$ cat config.mk
export PLATFORM = sky130hd
export DESIGN_NAME = regfile_sweep_datapath
export DESIGN_NICKNAME = d
export VERILOG_FILES = /design/src/rtl/regfile_pkg.sv /design/src/rtl/regfile_mem.sv /design/src/rtl/regfile_sweep_datapath.sv
export SDC_FILE = /design/constraint.sdc
export NUM_CORES = 1
export LEC_CHECK = 0
export BUFFER_PORTS_ARGS = -buffer_cell sky130_fd_sc_hd__buf_2
export CORE_ASPECT_RATIO = 0.9
export CORE_UTILIZATION = 35
export DETAILED_ROUTE_END_ITERATION = 10
export PLACE_DENSITY = 0.56
export SYNTH_ARGS = -nofsm -noshare
export SYNTH_HDL_FRONTEND = slang
export SYNTH_SLANG_ARGS = --single-unit
$ cat constraint.sdc
create_clock -name clk -period 1.9 [get_ports clk]
set_clock_uncertainty 0.1 [all_clocks]
set_input_delay 0.095 -clock clk [delete_from_list [all_inputs] [get_ports clk]]
set_output_delay 0.095 -clock clk [all_outputs]
set_load 0.01 [all_outputs]
$ cat src/rtl/regfile_pkg.sv
// Shared definitions for the register-file sweep controller and its datapath.
//   - default WIDTH/DEPTH constants
//   - clog2 helper (minimum result of 1, so a 1-entry file still has a 1-bit address)
//   - controller state encodings, kept here so controller and datapath agree
package regfile_pkg;

    localparam int REGFILE_WIDTH_DEF = 8;
    localparam int REGFILE_DEPTH_DEF = 16;

    typedef enum logic [1:0] {
        SWEEP_WAIT = 2'd0,
        SWEEP_INIT = 2'd1,
        SWEEP_STEP = 2'd2,
        SWEEP_CMP  = 2'd3
    } sweep_state_t;

    function automatic int clog2(input int n);
        int r;
        r = 0;
        while ((1 << r) < n) r++;
        if (r < 1) r = 1;
        return r;
    endfunction

endpackage

$ cat src/rtl/regfile_mem.sv
// DEPTH x WIDTH register file: one synchronous write port, one registered
// read port, and a synchronous master clear of every entry.
// Ports:
//   clk      clock
//   Mrst     synchronous active-high clear of all entries and rd_data
//   we       write enable
//   wr_addr  write address
//   wr_data  write data
//   rd_addr  read address (out-of-range reads return 0)
//   rd_data  registered read data; same-address read/write returns old data
module regfile_mem
    import regfile_pkg::*;
#(
    parameter int WIDTH = REGFILE_WIDTH_DEF,
    parameter int DEPTH = REGFILE_DEPTH_DEF,
    localparam int AW   = clog2(DEPTH)
) (
    input  logic             clk,
    input  logic             Mrst,
    input  logic             we,
    input  logic [AW-1:0]    wr_addr,
    input  logic [WIDTH-1:0] wr_data,
    input  logic [AW-1:0]    rd_addr,
    output logic [WIDTH-1:0] rd_data
);

    logic [WIDTH-1:0] mem [DEPTH];

    always_ff @(posedge clk) begin
        if (Mrst) begin
            for (int i = 0; i < DEPTH; i++) begin
                mem[i] <= '0;
            end
        end else if (we) begin
            mem[wr_addr] <= wr_data;
        end
    end

    // Reads sample mem before this edge's write lands, giving old-data behaviour.
    always_ff @(posedge clk) begin
        if (Mrst) begin
            rd_data <= '0;
        end else if (32'(rd_addr) < 32'(DEPTH)) begin
            rd_data <= mem[rd_addr];
        end else begin
            rd_data <= '0;
        end
    end

endmodule

$ cat src/rtl/regfile_sweep_datapath.sv
// Datapath for the register-file sweep controller. Each controller step
// writes data_in at a walking address; compare flags that the last entry of
// the sweep has been written.
// Ports:
//   clk       clock
//   Mrst      synchronous active-high master reset (clears file too)
//   rst       controller clear: restarts the sweep, file contents kept
//   enable    controller step request
//   activo    controller busy; enable is ignored while low
//   data_in   value written on a step
//   rd_addr   read address
//   rd_data   registered read data
//   wr_addr   current write pointer
//   compare   last sweep entry has been written
//   checksum  running XOR of written data
// Build option: define REGFILE_CHECKSUM_EN to enable the checksum
// accumulator; otherwise checksum is tied to 0.
module regfile_sweep_datapath
    import regfile_pkg::*;
#(
    parameter int WIDTH     = REGFILE_WIDTH_DEF,
    parameter int DEPTH     = REGFILE_DEPTH_DEF,
    parameter int SWEEP_LEN = 16,
    localparam int AW       = clog2(DEPTH)
) (
    input  logic             clk,
    input  logic             Mrst,
    input  logic             rst,
    input  logic             enable,
    input  logic             activo,
    input  logic [WIDTH-1:0] data_in,
    input  logic [AW-1:0]    rd_addr,
    output logic [WIDTH-1:0] rd_data,
    output logic [AW-1:0]    wr_addr,
    output logic             compare,
    output logic [WIDTH-1:0] checksum
);

    localparam logic [AW-1:0] LAST_ADDR = AW'(SWEEP_LEN - 1);

    logic step;
    logic at_last;

    assign step    = enable & activo & ~rst & ~Mrst;
    assign at_last = (wr_addr == LAST_ADDR);

    regfile_mem #(
        .WIDTH (WIDTH),
        .DEPTH (DEPTH)
    ) u_mem (
        .clk     (clk),
        .Mrst    (Mrst),
        .we      (step),
        .wr_addr (wr_addr),
        .wr_data (data_in),
        .rd_addr (rd_addr),
        .rd_data (rd_data)
    );

    always_ff @(posedge clk) begin
        if (Mrst || rst) begin
            wr_addr <= '0;
            compare <= 1'b0;
        end else if (step) begin
            wr_addr <= at_last ? '0 : wr_addr + AW'(1);
            compare <= at_last;
        end
    end

`ifdef REGFILE_CHECKSUM_EN
    always_ff @(posedge clk) begin
        if (Mrst || rst) begin
            checksum <= '0;
        end else if (step) begin
            checksum <= checksum ^ data_in;
        end
    end
`else
    assign checksum = '0;
`endif

endmodule

==> impl_metrics.env <==
export IMPL_crit_type="in2reg"
export IMPL_pin_count=38
export IMPL_routed_via_count=3805
export IMPL_synth_flop_cell="edfxtp_1"
export IMPL_synth_edf_count=128
export IMPL_tns_ns=0
export IMPL_finish_utilization_pct=41.1
export IMPL_dieArea_sq_um=19500
export IMPL_synth_most_common_cell="and2_1"
export IMPL_cts_setup_buffers=0
export IMPL_clkTransAtPathRegs_ns=0.06
export IMPL_power_frac_comb_pct=6.6
export IMPL_setup_violations=0
export IMPL_p_int_mw=5.41
export IMPL_ys_seq_area_share_pct=61.9
export IMPL_power_leakage_nw=2.96
export IMPL_dieHeight_um=133
export IMPL_cp_data_arrival_time_ns=2.07
export IMPL_hold_class="in2reg"
export IMPL_htree_levels=4
export IMPL_avgSynthCellArea_sq_um=13.8
export IMPL_vdd_drop_max_v=0.000392
export IMPL_seqPwrFrac_pct=51.0
export IMPL_clock_path_buffers=2
export IMPL_power_density_nw_per_um2=912
export IMPL_route_met3_wl_um=930
export IMPL_p_switching_mw=1.52
export IMPL_grt_pass1_vias=3786
export IMPL_cts_inserted_buffers=17
export IMPL_fin_hold_ws_ns=0.0373
export IMPL_min_period_over_period_pct=95.2
export IMPL_cts_root_buf="clkbuf_16"
export IMPL_cts_sinks=141
export IMPL_grt_max_degree=24
export IMPL_max_freq_ghz=0.553
export IMPL_worstSetupStartpointType="input pin"
export IMPL_grt_pass1_wl_um=23500
export IMPL_wl_met1_um=7600
export IMPL_coreArea_sq_um=18500
export IMPL_port_buffers=29
export IMPL_synth_cell_types=37
export IMPL_dp_slack_ns=0.0595
export IMPL_synthArstFlopShare_pct=0
export IMPL_fin_total_pwr_mw=6.92
export IMPL_cap_violations=0
export IMPL_rsz0062_at_grt="no"
export IMPL_tritoncts="built"
export IMPL_grt_overflow=0
export IMPL_top_layer="met4"
export IMPL_yosysWarnings=0
export IMPL_yosys_area_top_type_share_pct=57.9
export IMPL_synth_area_top_cells="edfxtp_1 (58%), and2_1 (12%), mux2i_1 (7.7%)"
export IMPL_cp_required_ns=2.16
export IMPL_via_per_inst=4.88
export IMPL_dieWidth_um=147
export IMPL_syn_area_sq_um=6630
export IMPL_slew_headroom_pct=40.9
export IMPL_outcome="complete, no violations"
export IMPL_p_clk_share_pct=42.4
export IMPL_rows=47
export IMPL_ant_nets=0
export IMPL_hold_viol_final=0
export IMPL_synthCells=479
export IMPL_nNetsFinal=545
export IMPL_worst_path_max_fanout=12
export IMPL_end_kind="flop"
export IMPL_firstDrtPassIters=6
export IMPL_netlist_top_cells_count="and2_1 (129), edfxtp_1 (128), mux2i_1 (51), a22oi_1 (23), or2_2 (16)"
export IMPL_routed_wirelength_um=15400
export IMPL_areaGrowthSynthToFinish_pct=14.4
export IMPL_dp_hpwl_um=10600
export IMPL_remaining_drc_errors=0
export IMPL_tightest_slew_ns=0.883
export IMPL_maxSlewViolCount=0
export IMPL_setup_ws_ns=0.0912
export IMPL_wl_met2_um=6650
export IMPL_start_util_pct=35.9
export IMPL_diodes=0
export IMPL_antenna_found_initial=0
export IMPL_drive_above_1_share_pct=21.3
export IMPL_drt_iter0_drc=249
export IMPL_clk_latency_ns=0.42
export IMPL_yosys_area_top_type="edfxtp_1"
export IMPL_grt_usage_pct=17.0
export IMPL_synth_seq_cells=141
export IMPL_min_period_ns=1.81
export IMPL_netSwitchingFraction_pct=21.9
export IMPL_route_detailed_wl_per_inst_um=19.7
export IMPL_gp_congestion=0.837
## repair_timing
item / CTS / global route
endpoints found under the setup margin: 0 / 41
resized for setup: 0 / 2
hold endpoints to repair: 6 / 0
hold buffers: 5 / 0
## layout make-up
cell class	count	area, sq um
clock buffer	20	437
tap	245	307
multi-input combinational	309	2310
sequential	141	4110
fill	1743	10900
inverter	2	7.51
timing repair buffer	52	345
clock inverter	10	76.3
## worst max-delay path, stage by stage
cell and delay, ns:
dlygate4sd3_1 0.53, buf_2 0.14, and4bb_4 0.23, and4_4 0.25, nor4_1 0.25, dlygate4sd3_1 0.58
## layout by cell type (no fill, tap or decap), types with 4 or more instances in the layout
cell type | synthesis | layout
and2_1 | 129 | 129
edfxtp_1 | 128 | 128
mux2i_1 | 51 | 51
buf_2 | 6 | 28
a22oi_1 | 23 | 23
buf_4 | 9 | 18
clkbuf_16 | 0 | 17
or2_2 | 16 | 16
nand3_1 | 12 | 12
nor2_2 | 11 | 11
nand2_1 | 11 | 11
dfxtp_1 | 13 | 11
conb_1 | 1 | 8
nand2b_1 | 5 | 5
mux4_2 | 5 | 5
ha_1 | 5 | 5
dlygate4sd3_1 | 0 | 5
nor3_4 | 4 | 4
nor2b_1 | 4 | 4
clkinv_2 | 0 | 4
## power by group through the flow
stage               Sequential [mW]  Clock (mW)  Combinational, mW
global placement               3.59           0              0.446
global route                   3.54        3.11              0.491
finish                         3.53        2.94              0.456
floorplan                      3.58           0              0.294
detailed placement             3.59           0              0.450
CTS                            3.53        2.99              0.458
## registers in the layout, indices dropped and copies added, names as in the netlist
register	count
compare	1
u_mem.mem	128
u_mem.rd_data	8
wr_addr	4
## through the flow
| step | cells | area (sq um) |
|---|---|---|
| after floorplan | 486 | 6660 |
| after global placement | 744 | 7020 |
| after detailed placement | 744 | 7020 |
| after CTS | 779 | 7580 |
| after global routing | 779 | 7590 |
| final | 779 | 7590 |
## kinds of logic after synthesis
group / synth area share [%]
buffers and inverters: 3.75
DFF: 61.9
muxes: 10.2
and+or+nand+nor: 19.4
xor gates and xnor gates: 0.396
adders and majority gates: 0.943
AOI/OAI and AO/OA: 3.41
other: 0.0565
## layer usage
layer / vias up / global-route usage [%]
met2: 113 / 24.2
li1: 1795 / -
met3: 15 / 4.62
met1: 1882 / 24.9
met4: 0 / 5.50
met5: - / 0
## path summary, 6_finish.rpt
path	start	endpoint	slack [ns]	cells after the start
max	activo	wr_addr[0]$_SDFFE_PP0P_	0.09	6
min	rd_addr[1]	u_mem.rd_data[4]$_SDFF_PP0_	0.04	4
max reg2reg	wr_addr[0]$_SDFFE_PP0P_	wr_addr[0]$_SDFFE_PP0P_	0.10	4
min reg2reg	compare$_SDFFE_PP0P_	compare$_SDFFE_PP0P_	0.44	2
Note: power is estimated with default switching activity, not from simulation.
